## src/rtl/inst_fetch_if.sv

```systemverilog
// Bus bundle between the instruction fetch unit, the PC controller, the
// instruction memory and decode. The fetch unit uses the master modport;
// the surrounding environment uses the slave modport.
// Optional member align_fault exists only when IFETCH_ALIGN_CHECK_EN is defined.
interface inst_fetch_if;
    logic [31:0] pc;
    logic        redirect;
    logic        stall;
    logic        pc_enable;
    logic        mem_req;
    logic [31:0] mem_addr;
    logic        mem_ack;
    logic [31:0] mem_rdata;
    logic [31:0] inst;
    logic [31:0] inst_pc;
    logic        inst_valid;
    logic        is_nop;
    logic [31:0] fetch_count;
`ifdef IFETCH_ALIGN_CHECK_EN
    logic        align_fault;
`endif

    modport master (
        input  pc, redirect, stall, mem_ack, mem_rdata,
        output pc_enable, mem_req, mem_addr, inst, inst_pc, inst_valid,
               is_nop, fetch_count
`ifdef IFETCH_ALIGN_CHECK_EN
        , output align_fault
`endif
    );

    modport slave (
        output pc, redirect, stall, mem_ack, mem_rdata,
        input  pc_enable, mem_req, mem_addr, inst, inst_pc, inst_valid,
               is_nop, fetch_count
`ifdef IFETCH_ALIGN_CHECK_EN
        , input align_fault
`endif
    );
endinterface

```

## src/rtl/inst_fetch.sv

```systemverilog
// Instruction fetch responder: fetches the word at the current PC over a
// req/ack memory handshake, presents it to decode with its PC, and grants
// pc_enable only when an instruction is accepted downstream. Decode stalls
// are absorbed by a one-entry hold buffer; redirects squash into bubbles.
// Optional feature macro: IFETCH_ALIGN_CHECK_EN (misaligned PC detection).
module inst_fetch #(
    parameter logic [31:0] NOP_WORD = 32'h0000_0000
) (
    input  logic       clk,
    input  logic       reset,
    inst_fetch_if.master bus
);
    typedef enum logic [1:0] {IDLE, REQ, HOLD} state_t;

    state_t      state_q, state_d;
    logic [31:0] inst_q, inst_d;
    logic [31:0] inst_pc_q, inst_pc_d;
    logic        inst_valid_q, inst_valid_d;
    logic [31:0] hold_inst_q, hold_inst_d;
    logic [31:0] hold_pc_q, hold_pc_d;
    logic [31:0] fetch_count_q, fetch_count_d;
    logic        pc_enable_c;
    logic        mem_req_c;
    logic        deliver_c;
    logic        pc_aligned;
    logic [31:0] fetch_addr;

    assign fetch_addr = {bus.pc[31:2], 2'b00};

`ifdef IFETCH_ALIGN_CHECK_EN
    logic align_fault_q, align_fault_d;
    assign pc_aligned = (bus.pc[1:0] == 2'b00);

    // Misaligned PC seen while requesting latches a sticky fault flag.
    always_comb begin
        align_fault_d = align_fault_q;
        if (state_q == REQ && !pc_aligned) begin
            align_fault_d = 1'b1;
        end
    end

    // Fault flag register.
    always_ff @(posedge clk) begin
        if (reset) begin
            align_fault_q <= 1'b0;
        end else begin
            align_fault_q <= align_fault_d;
        end
    end

    assign bus.align_fault = align_fault_q;
`else
    // Low PC bits are ignored: the containing word is fetched.
    assign pc_aligned = 1'b1;
`endif

    // Next state, handshake outputs and output-register loads.
    always_comb begin
        state_d      = state_q;
        inst_d       = inst_q;
        inst_pc_d    = inst_pc_q;
        inst_valid_d = inst_valid_q;
        hold_inst_d  = hold_inst_q;
        hold_pc_d    = hold_pc_q;
        pc_enable_c  = 1'b0;
        mem_req_c    = 1'b0;
        deliver_c    = 1'b0;
        case (state_q)
            IDLE: begin
                state_d = REQ;
                if (bus.redirect || !bus.stall) begin
                    inst_d       = NOP_WORD;
                    inst_valid_d = 1'b0;
                end
            end
            REQ: begin
                mem_req_c = pc_aligned;
                if (pc_aligned && bus.mem_ack && (!bus.stall || bus.redirect)) begin
                    // Accepted downstream (or squashed): the PC may advance.
                    pc_enable_c = 1'b1;
                    if (bus.redirect) begin
                        inst_d       = NOP_WORD;
                        inst_valid_d = 1'b0;
                    end else begin
                        inst_d       = bus.mem_rdata;
                        inst_pc_d    = fetch_addr;
                        inst_valid_d = 1'b1;
                        deliver_c    = 1'b1;
                    end
                end else if (pc_aligned && bus.mem_ack) begin
                    // Decode is stalled: park the word until it can be taken.
                    hold_inst_d = bus.mem_rdata;
                    hold_pc_d   = fetch_addr;
                    state_d     = HOLD;
                end else if (bus.redirect || !bus.stall) begin
                    inst_d       = NOP_WORD;
                    inst_valid_d = 1'b0;
                end
            end
            HOLD: begin
                if (bus.redirect) begin
                    pc_enable_c  = 1'b1;
                    inst_d       = NOP_WORD;
                    inst_valid_d = 1'b0;
                    state_d      = REQ;
                end else if (!bus.stall) begin
                    pc_enable_c  = 1'b1;
                    inst_d       = hold_inst_q;
                    inst_pc_d    = hold_pc_q;
                    inst_valid_d = 1'b1;
                    deliver_c    = 1'b1;
                    state_d      = REQ;
                end
            end
            default: state_d = IDLE;
        endcase
        fetch_count_d = fetch_count_q + {31'd0, deliver_c};
    end

    // State, output register, hold buffer and delivery counter.
    always_ff @(posedge clk) begin
        if (reset) begin
            state_q       <= IDLE;
            inst_q        <= NOP_WORD;
            inst_pc_q     <= 32'd0;
            inst_valid_q  <= 1'b0;
            hold_inst_q   <= NOP_WORD;
            hold_pc_q     <= 32'd0;
            fetch_count_q <= 32'd0;
        end else begin
            state_q       <= state_d;
            inst_q        <= inst_d;
            inst_pc_q     <= inst_pc_d;
            inst_valid_q  <= inst_valid_d;
            hold_inst_q   <= hold_inst_d;
            hold_pc_q     <= hold_pc_d;
            fetch_count_q <= fetch_count_d;
        end
    end

    assign bus.pc_enable   = pc_enable_c;
    assign bus.mem_req     = mem_req_c;
    assign bus.mem_addr    = fetch_addr;
    assign bus.inst        = inst_q;
    assign bus.inst_pc     = inst_pc_q;
    assign bus.inst_valid  = inst_valid_q;
    assign bus.is_nop      = ~inst_valid_q;
    assign bus.fetch_count = fetch_count_q;
endmodule

```

## src/flat_wrapper.sv

```systemverilog
// flat-port wrapper written by rule: the top's interface ports become plain ports
module inst_fetch_flat 
#(
    parameter logic [31:0] NOP_WORD = 32'h0000_0000
)
  (clk, reset, bus_pc, bus_redirect, bus_stall, bus_mem_ack, bus_mem_rdata, bus_pc_enable, bus_mem_req, bus_mem_addr, bus_inst, bus_inst_pc, bus_inst_valid, bus_is_nop, bus_fetch_count);
  inst_fetch_if bus_i ();
  input  logic clk;
  input  logic reset;
  input wire logic [$bits(bus_i.pc)-1:0] bus_pc;
  input wire logic [$bits(bus_i.redirect)-1:0] bus_redirect;
  input wire logic [$bits(bus_i.stall)-1:0] bus_stall;
  input wire logic [$bits(bus_i.mem_ack)-1:0] bus_mem_ack;
  input wire logic [$bits(bus_i.mem_rdata)-1:0] bus_mem_rdata;
  output wire logic [$bits(bus_i.pc_enable)-1:0] bus_pc_enable;
  output wire logic [$bits(bus_i.mem_req)-1:0] bus_mem_req;
  output wire logic [$bits(bus_i.mem_addr)-1:0] bus_mem_addr;
  output wire logic [$bits(bus_i.inst)-1:0] bus_inst;
  output wire logic [$bits(bus_i.inst_pc)-1:0] bus_inst_pc;
  output wire logic [$bits(bus_i.inst_valid)-1:0] bus_inst_valid;
  output wire logic [$bits(bus_i.is_nop)-1:0] bus_is_nop;
  output wire logic [$bits(bus_i.fetch_count)-1:0] bus_fetch_count;
  assign bus_i.pc = bus_pc;
  assign bus_i.redirect = bus_redirect;
  assign bus_i.stall = bus_stall;
  assign bus_i.mem_ack = bus_mem_ack;
  assign bus_i.mem_rdata = bus_mem_rdata;
  assign bus_pc_enable = bus_i.pc_enable;
  assign bus_mem_req = bus_i.mem_req;
  assign bus_mem_addr = bus_i.mem_addr;
  assign bus_inst = bus_i.inst;
  assign bus_inst_pc = bus_i.inst_pc;
  assign bus_inst_valid = bus_i.inst_valid;
  assign bus_is_nop = bus_i.is_nop;
  assign bus_fetch_count = bus_i.fetch_count;
  inst_fetch #(.NOP_WORD(NOP_WORD)) u_core (.clk(clk), .reset(reset), .bus(bus_i));
endmodule
```

## config.mk

```make
export PLATFORM = sky130hd
export DESIGN_NAME = inst_fetch_flat
export DESIGN_NICKNAME = d
export VERILOG_FILES = /design/src/rtl/inst_fetch_if.sv /design/src/rtl/inst_fetch.sv /design/src/flat_wrapper.sv
export SDC_FILE = /design/constraint.sdc
export NUM_CORES = 1
export LEC_CHECK = 0
export BUFFER_PORTS_ARGS = -buffer_cell sky130_fd_sc_hd__clkbuf_2
export CORE_ASPECT_RATIO = 1.2
export CORE_MARGIN = 2
export CORE_UTILIZATION = 45
export CTS_CLUSTER_DIAMETER = 100
export DETAILED_ROUTE_END_ITERATION = 10
export GPL_ROUTABILITY_DRIVEN = 0
export PLACE_DENSITY_LB_ADDON = 0.08
export SYNTH_ARGS = -nofsm -noshare
export SYNTH_HDL_FRONTEND = slang
export SYNTH_SLANG_ARGS = --single-unit
```

## constraint.sdc

```tcl
create_clock -name clk -period 4.1 [get_ports clk]
set_clock_uncertainty 0.15 [all_clocks]
set_input_delay 0.41 -clock clk [delete_from_list [all_inputs] [get_ports clk]]
set_output_delay 0.41 -clock clk [all_outputs]
set_load 0.02 [all_outputs]
```

[After elaboration in Yosys (flattened, before gate mapping)]
Index checks and enable logic that the tools add are counted.
Storage, ports and cells
  register bits after elaboration: 161
  word-level logic and storage cells: 62
  output and inout port bits: 132
  input port bits: 69
Operators by class
  reductions and logical operators: 10
  bitwise operators: 2
  mux-type cells: 32
  equality and inequality tests: 10
  $add $sub $neg: 1
Operators by type and width (count)
  $mux 32: 10
  $pmux 32 s3: 1
  $pmux 32 s2: 1
  $add 32x1->32: 1
  $mux 1: 12
  $ne 2x2->1 const B: 5
  $reduce_and 3->1: 3
  $mux 2: 4
  $pmux 2 s3: 1
  $reduce_and 5->1: 1
  $pmux 1 s2: 2
  $ne 3x2->1 const B: 1
  $ne 3x3->1 const B: 1
  $pmux 1 s3: 1
  $reduce_bool 3->1: 1
  $eq 2x1->1 const B: 1
  $eq 2x2->1 const B: 1
  $logic_not 2->1: 1
  $ne 2x1->1 const B: 1
  $not 1->1: 2
  $reduce_bool 2->1: 1
  $logic_and 1x1->1: 1
  $logic_not 1->1: 1
  $logic_or 1x1->1: 1

[Logic depth before layout (Yosys ltp)]
Gate-level depths: netlist (run 1).
  depth after elaboration: 6
  gate-level depth with buffers: 14

[Worst setup path after synthesis (run 1)]
OpenSTA, ideal clock, no wires.
  path kind: register to register
  start point: register u_core.state_q[1]
  end point: register u_core.fetch_count_q[23], in the netlist u_core.bus.fetch_count[23]
  arrival time: 3.204 ns
  cell stages (with the launch flop): 14
  required time: 3.880 ns
  path buffers: 3
  setup slack: 0.675 ns
  library setup time: 0.070 ns
  cells stage by stage: dfxtp_1 -> inv_1 -> ha_1 -> clkbuf_1 -> nor4bb_1 -> clkbuf_1 -> o21ai_0 -> nor2_1 -> ha_1 -> nand2_2 -> or4_1 -> clkbuf_2 -> or4_1 -> a21oi_1
Between the ends
  word-level cells in the longest chain between the ends: 3
Ends and longest elaborated chain
  start, declared: line inst_fetch.sv:15  | state_t state_q, state_d;
  start signal, assigned: line inst_fetch.sv:131  | state_q <= state_d;
  $eq 2x2->1 / $eq 2x1->1 (equally long branches): line inst_fetch.sv:68  | case (state_q)
  $pmux 1 s2 (*): line inst_fetch.sv:68
  $add 32x1->32 (*): line inst_fetch.sv:117  | fetch_count_d = fetch_count_q + {31'd0, deliver_c};
  end signal, assigned: line inst_fetch.sv:137  | fetch_count_q <= fetch_count_d;
  end, declared: line inst_fetch.sv:21  | logic [31:0] fetch_count_q, fetch_count_d;
Mark *: on every way between the ends. The rest lies on a longest branch, timed or not.
A chain may end at the register's enable or synchronous reset.

[Final worst setup path (run 1)]
  start point: register u_core.state_q[1]
  end point: register u_core.fetch_count_q[30], in the netlist u_core.bus.fetch_count[30]
The elaborated chain is that of the path after synthesis.

==> results.txt, run 1 <==
router iterations before antenna repair - 4
worst slew pin tran - 797 ps
Fin. Hold Viols - 0
Largest delay share family, worst path - simple AND/OR/NAND/NOR gates
most common cell after layout, fill and taps aside - clkbuf_2
count of input and output buffers - 194
status - finished, final reports clean
slowest CP cell - or4_1
CP Class - reg2reg
area growth from synthesis to layout - 20.7%
warnings from Yosys - 0
met1 GRT Util - 25.7%
Post-CTS Setup Repair Bufs - 0
final instance area - 8320 µm²
sequential share of the synthesized area - 46.2%
Pins Over Slew Limit - 0
DR vias - 6070
Initial Utilization - 46.1%
CP Capture Type - flip-flop
crit-path cells - inv_1 > ha_1 > nor4bb_4 > o21ai_0 > nor2_1 > ha_1 > nand2_2 > or4_1 > or4_1 > a21oi_1
largest net degree at the start of global routing - 74
arrival time at the worst endpoint - 3660 ps
most used routing layer - met2
ys async rst share - 0%
CTS max path bufs - 2
Mapped Cells - 831
CTS tree - built
antenna cells - 0
period utilization - 84.5%
commonest non-fill, non-tap cells in the layout - clkbuf_2, dfxtp_1, nand2_1
Cell Rows - 49
library cells used by synthesis - 37
M3 GR Usage - 7.23%
internal power - 2.56 mW
worst hold path type - in2reg
core area - 15000 µm²
buffers plus inverters on the worst setup path - 1
total track usage - 20.8%
root buf cell - clkbuf_16
Sw Share - 24.7%
largest stage delay on the critical path - 930 ps
Worst-path clk slew - 60 ps
Avg Cell Area, Syn - 8.29 µm²
layout cell share with drive strength beyond 1 - 28.8%
die area - 16300 µm²
wire per inst - 14.3 µm
Post-Synthesis Cell Area - 6890 µm²
DP HPWL - 10600 µm
Peak VDD IR - 247 µV
number of max-cap violations - 0
DR iter-0 viols - 336
flops & latches, synth - 159
Leak Pwr - 3.05 nW
CTS Buf Count - 17
most common flop cell mapped by yosys - dfxtp_1
Clk network pwr share - 44.2%
first-pass GRT wire length - 27200 µm
clk sink count - 159
final setup vio count - 0
fmax - 0.289 GHz
layout net count - 1036
RSZ-0062 raised after global routing - false
Post-CTS Resized - 0
CP Launch Type - flip-flop
Logic pwr share - 9.0%
initial antenna violation count - 0
Cells on Worst Hold Path - 3
critical-path maximum fanout - 29
Slew Limit Headroom - 46.9%
total grt overflow - 0
worst path required time - 4300 ps
post-layout util - 55.6%
hold buffer count at cts - 0
Die Y-Extent - 140 µm
WP depth - 10
vias in the first global route - 5502
Die Wd - 117 µm
Period minus WS final - 3460 ps
CTS H-Tree Depth - 4
P per Cell Area - 408 nW/µm²
Final ANT Viol Nets - 0
I/O pins - 201
Avg Vias per Cell - 5.16
drt drc - 0
FILL cells - 1460
Psw - 0.840 mW
placed inst area - 7760 µm²
Clock Latency Late Sink - 420 ps
number of synthesized flops with an enable pin - 0
Total Neg Setup Slack - 0 ps
met2 usage - 33.3%
routed wire length - 16800 µm
Reg power frac - 46.8%
cells on worst reg2reg path - 10
final timing paths:
kind | start | to | slack [ps]
setup reg to reg | u_core.state_q[1]$_SDFFE_PP0P_ | u_core.bus.fetch_count[30]$_SDFF_PP0_ | 640
setup / recovery | u_core.state_q[1]$_SDFFE_PP0P_ | u_core.bus.fetch_count[30]$_SDFF_PP0_ | 640
hold / removal | bus_mem_rdata[11] | u_core.hold_inst_q[11]$_SDFFE_PP0P_ | 70
hold reg to reg | u_core.hold_inst_q[20]$_SDFFE_PP0P_ | u_core.hold_inst_q[20]$_SDFFE_PP0P_ | 300
flip-flops by register name (all words and copies together) (netlist names):
name and count:
u_core.hold_pc_q 30, u_core.bus.inst_valid 1, u_core.bus.fetch_count 32, u_core.state_q 2, u_core.hold_inst_q 32, u_core.bus.inst 32
u_core.bus.inst_pc 30
per-layer routing:
metal | routed length (µm) | part of all wire (%) | up-vias
met2 | 7890 | 47 | 160
met4 | 304 | 1.8 | 0
li1 | - | - | 3119
met1 | 7430 | 44 | 2770
met3 | 1180 | 7.0 | 21
met5 | 0 | 0 | -
per-stage QoR:
stage | hold slack (ps) | setup slack [ps] | std cells | total power [mW]
floorplan | 286 | 675 | 834 | 1.83
global placement | 291 | 595 | 1145 | 1.93
detailed placement | 296 | 568 | 1145 | 1.93
CTS | 52.1 | 587 | 1177 | 3.43
global route | 51.9 | 256 | 1177 | 3.54
finish | 66.0 | 638 | 1177 | 3.40
Yosys cell counts (17+ instances only):
cell,n,area [µm²]
o21ai_0,38,190
nor2_1,45,169
or4_1,17,128
buf_4,34,255
a21oi_1,119,596
mux2i_1,32,320
nand2_1,134,503
a22oi_1,33,248
or2_2,33,206
dfxtp_1,159,3180
clkbuf_1,59,221
a211oi_1,30,225
power by group through the flow:
stage	Sequential [mW]	Clock, mW	Combinational (mW)
detailed placement	1.62	0	0.309
CTS	1.59	1.53	0.310
finish	1.59	1.50	0.306
global route	1.59	1.61	0.338
global placement	1.62	0	0.308
floorplan	1.64	0	0.189
cells by family (layout without fill, tap and decap cells):
logic type / after synthesis / count (layout) / synth area share, %
xor+xnor: 10 / 10 / 1.27
fa+ha+maj: 7 / 7 / 1.27
simple gates: 270 / 270 / 18.2
other cells: 1 / 4 / 0.0544
compound gates: 240 / 240 / 20.2
mux: 32 / 32 / 4.65
buf+inv: 112 / 251 / 8.10
flops: 159 / 159 / 46.2
area by class of cell:
type	count	area, µm²	share of cell area (%)
Timing Repair Buffer	207	1070	12.9
Sequential cell	159	3180	38.3
Multi-Input combinational cell	563	3200	38.5
Inverter	12	45.0	0.542
Tap cell	204	255	3.07
Clock inverter	10	86.3	1.04
Clock buffer	22	474	5.70
worst min-delay path, delay by kind of cell:
kind	cells	cell delay, ps
compound gates	1	50
simple gates	1	50
buf+inv	1	90
Power figures use the tool's default switching activity.
==> run 2: changes to the inputs <==
--- a/config.mk
+++ b/config.mk
@@ -5,6 +5,7 @@
 export SDC_FILE = /design/constraint.sdc
 export NUM_CORES = 1
 export LEC_CHECK = 0
+export ABC_AREA = 1
 export BUFFER_PORTS_ARGS = -buffer_cell sky130_fd_sc_hd__clkbuf_2
 export CORE_ASPECT_RATIO = 1.2
 export CORE_MARGIN = 2
==> constraint.sdc (replaced) <==
create_clock -name clk -period 3.2 [get_ports clk]
set_clock_uncertainty 0.15 [all_clocks]
set_input_delay 0.32 -clock clk [delete_from_list [all_inputs] [get_ports clk]]
set_output_delay 0.32 -clock clk [all_outputs]
set_load 0.02 [all_outputs]
==> run 2 against run 1 <==
Compared with the run above:
- synthesized area up 8.0%
- sequential share of layout area down 2.6 points
- hold slack worse by 50 ps
- setup slack worse by 250 ps
- count of clock-buffer cells in the layout down 4
- cell count up 23%
- synthesized cell count up 30%
- via count up 16%
- critical path depth up 6
- first-iteration DRC count up 61%
- critical endpoint is now u_core.bus.fetch_count[16]$_SDFF_PP0_
- largest power group unchanged
- highest routed layer unchanged
==> results.txt, run 2 <==
Cell Rows - 51 (+4.1%)
status - finished, final reports clean
arrival time at the worst endpoint - 2980 ps (-680 ps)
post-synth top area share - 42.8% (-3.4 points)
Crit Reg-Reg Startpoint - u_core.state_q[1]$_SDFFE_PP0P_
WL met1 - 8840 µm (+19%)
Die Wd - 121 µm (+3.8%)
Mapped Cells - 1081 (+30%)
critical-path maximum fanout - 6 (-79%)
top post-synthesis cells by area - dfxtp_1, nand2_1, nor2_1, a21oi_1, nand3_1
number of max-cap violations - 0 (unchanged)
DR iter-0 viols - 541 (+61%)
top post-synthesis cells by count - nand2_1, nor2_1, dfxtp_1, a21oi_1, nand3_1
CTS tree - built
total grt overflow - 0 (unchanged)
Final ANT Viol Nets - 0 (unchanged)
Reg-to-Reg End - u_core.bus.fetch_count[16]$_SDFF_PP0_
fmax - 0.355 GHz (+23%)
library cells used by synthesis - 25 (-32%)
vias in the first global route - 6435 (+17%)
CTS Buf Count - 17 (unchanged)
Avg Cell Area, Syn - 6.89 µm² (-17%)
total chip power - 4.76 mW (+40%)
Pins Over Slew Limit - 0 (unchanged)
DR vias - 7023 (+16%)
placed inst area - 8320 µm² (+7.3%)
largest area contributor in the netlist - dfxtp_1
routed wire length - 19400 µm (+16%)
first-pass GRT wire length - 31700 µm (+16%)
root buf cell - clkbuf_16
worst slew pin tran - 931 ps (+134 ps)
I/O pins - 201 (unchanged)
Clock Latency Late Sink - 420 ps (about the same)
CP Class - reg2reg
CTS H-Tree Depth - 4 (unchanged)
most common flop cell mapped by yosys - dfxtp_1
number of synthesized flops with an enable pin - 0 (unchanged)
die area - 17600 µm² (+7.8%)
final instance area - 8920 µm² (+7.3%)
count of input and output buffers - 194 (unchanged)
Worst-path clk slew - 70 ps (about the same)
CTS max path bufs - 2 (unchanged)
RSZ-0062 raised after global routing - false
Avg Vias per Cell - 4.87 (-5.6%)
Cells on Worst Hold Path - 3 (unchanged)
P per Cell Area - 534 nW/µm² (+31%)
WL met2 - 9400 µm (+19%)
warnings from Yosys - 0 (unchanged)
R2R Setup Slk - 390 ps (-250 ps)
Initial Utilization - 45.9% (-0.15 points)
initial antenna violation count - 0 (unchanged)
wire per inst - 13.5 µm (-5.5%)
worst path required time - 3370 ps (-930 ps)
layout net count - 1293 (+25%)
Post-CTS Setup Repair Bufs - 0 (unchanged)
most instantiated library cell after synthesis - nand2_1
total track usage - 22.2% (+1.4 points)
Highest Signal Layer - met4
worst hold path type - in2reg
router iterations before antenna repair - 4 (unchanged)
cells on worst reg2reg path - 16 (+6)
Total Neg Setup Slack - 0 ps (unchanged)
antenna cells - 0 (unchanged)
period utilization - 87.9% (+3.5 points)
CP Launch Type - flip-flop
drt drc - 0 (unchanged)
sequential share of the synthesized area - 42.8% (-3.4 points)
Worst Hold End - u_core.hold_inst_q[2]$_SDFFE_PP0P_
Die Y-Extent - 145 µm (+3.8%)
Fin. Hold Viols - 0 (unchanged)
layout cell share with drive strength beyond 1 - 20.7% (-8.0 points)
DP HPWL - 12900 µm (+22%)
Peak VDD IR - 343 µV (+39%)
Period minus WS final - 2810 ps (-649 ps)
area growth from synthesis to layout - 19.9%
Slew Limit Headroom - 37.7% (-9.2 points)
final setup vio count - 0 (unchanged)
Post-Synthesis Cell Area - 7440 µm² (+8.0%)
CP Capture Type - flip-flop
ys async rst share - 0% (unchanged)
metal3 WL - 1040 µm (-12%)
most common cell after layout, fill and taps aside - nand2_1
commonest non-fill, non-tap cells in the layout - nand2_1, nor2_1, clkbuf_2
core area - 16200 µm² (+8.3%)
flops & latches, synth - 159 (unchanged)
Leak Pwr - 3.68 nW (+21%)
clk sink count - 159 (unchanged)
largest net degree at the start of global routing - 62 (-16%)
HP Start - bus_mem_rdata[2]
run 2: changes by cell type after synthesis, moves of 8 or more:
cell / before / now
a211oi_1: 30 / 2
a21oi_1: 119 / 84
a22oi_1: 33 / 0
buf_2: 1 / 23
clkbuf_1: 59 / 31
inv_1: 12 / 40
nand2_1: 134 / 263
nand3_1: 10 / 81
nor2_1: 45 / 228
o21ai_0: 38 / 71
o31ai_1: 13 / 0
or2_2: 33 / 0
or3_1: 8 / 0
or4_1: 17 / 0
run 2: worst max-delay path by stage:
stage,startpoint,to,slack (ps),cells after the start
CTS,u_core.state_q[1]$_SDFFE_PP0P_,u_core.bus.fetch_count[16]$_SDFF_PP0_,240,16
detailed placement,u_core.state_q[1]$_SDFFE_PP0P_,u_core.bus.fetch_count[16]$_SDFF_PP0_,260,16
floorplan,u_core.state_q[1]$_SDFFE_PP0P_,u_core.bus.fetch_count[16]$_SDFF_PP0_,500,16
finish,u_core.state_q[1]$_SDFFE_PP0P_,u_core.bus.fetch_count[16]$_SDFF_PP0_,390,16
global placement,u_core.state_q[1]$_SDFFE_PP0P_,u_core.bus.fetch_count[18]$_SDFF_PP0_,350,16
global route,u_core.state_q[0]$_SDFFE_PP0P_,u_core.bus.fetch_count[16]$_SDFF_PP0_,80,15
run 2: area by class of cell:
class	count	area (µm²)
Sequential cell	159	3180
Inverter	44	165
Tap cell	212	265
Clock buffer	18	429
Fill cell	1708	7280
Multi-Input combinational cell	786	3600
Clock inverter	14	158
Timing Repair Buffer	209	1120
run 2: what timing repair did:
action	in CTS	in global routing
endpoints found under the hold margin	1	0
hold buffers	1	0
resized for setup	0	1
setup endpoints to repair	0	2
run 2: metrics by stage:
step	util, %	instances	worst slack [ps]	hold slack, ps
floorplan	-	1084	501	305
global placement	51.4	1409	351	304
detailed placement	51.4	1409	257	306
CTS	55.0	1442	238	8.52
global route	55.1	1442	81.1	14.4
finish	55.1	1442	386	16.0
run 2: routing by layer:
layer | GRT usage [%] | up-vias
met1 | 28.9 | 3144
li1 | - | 3707
met3 | 5.78 | 11
met5 | 0 | -
met2 | 36.8 | 161
met4 | 5.00 | 0
run 2: kinds of logic (layout without fill, tap and decap cells):
family	Yosys count	after routing	share of synthesized area (%)
simple gates	579	579	30.9
compound gates	160	160	10.9
flops	159	159	42.8
buf+inv	139	285	9.46
mux	30	30	4.03
fa+ha+maj	7	7	1.18
xor+xnor	6	6	0.706
other cells	1	4	0.0504
run 2: critical path, stage by stage (launching register included):
cell and delay [ps]:
dfxtp_1 340, inv_1 100, ha_1 290, inv_1 100, nor2_2 100, nand2_1 50, o21ai_0 120, nand2_1 80
nor2_1 150, ha_1 180, nand2_1 130, nor2_2 300, nand2_1 150, nor2_1 220, nand3_1 100, nand2_1 70
nor2_1 50
run 2: where the power goes:
part | total, mW | internal [mW] | switching, mW
clock | 2.02 | 1.16 | 0.855
sequential | 2.10 | 2.06 | 0.0410
combinational | 0.644 | 0.206 | 0.437
total | 4.76 | 3.43 | 1.33
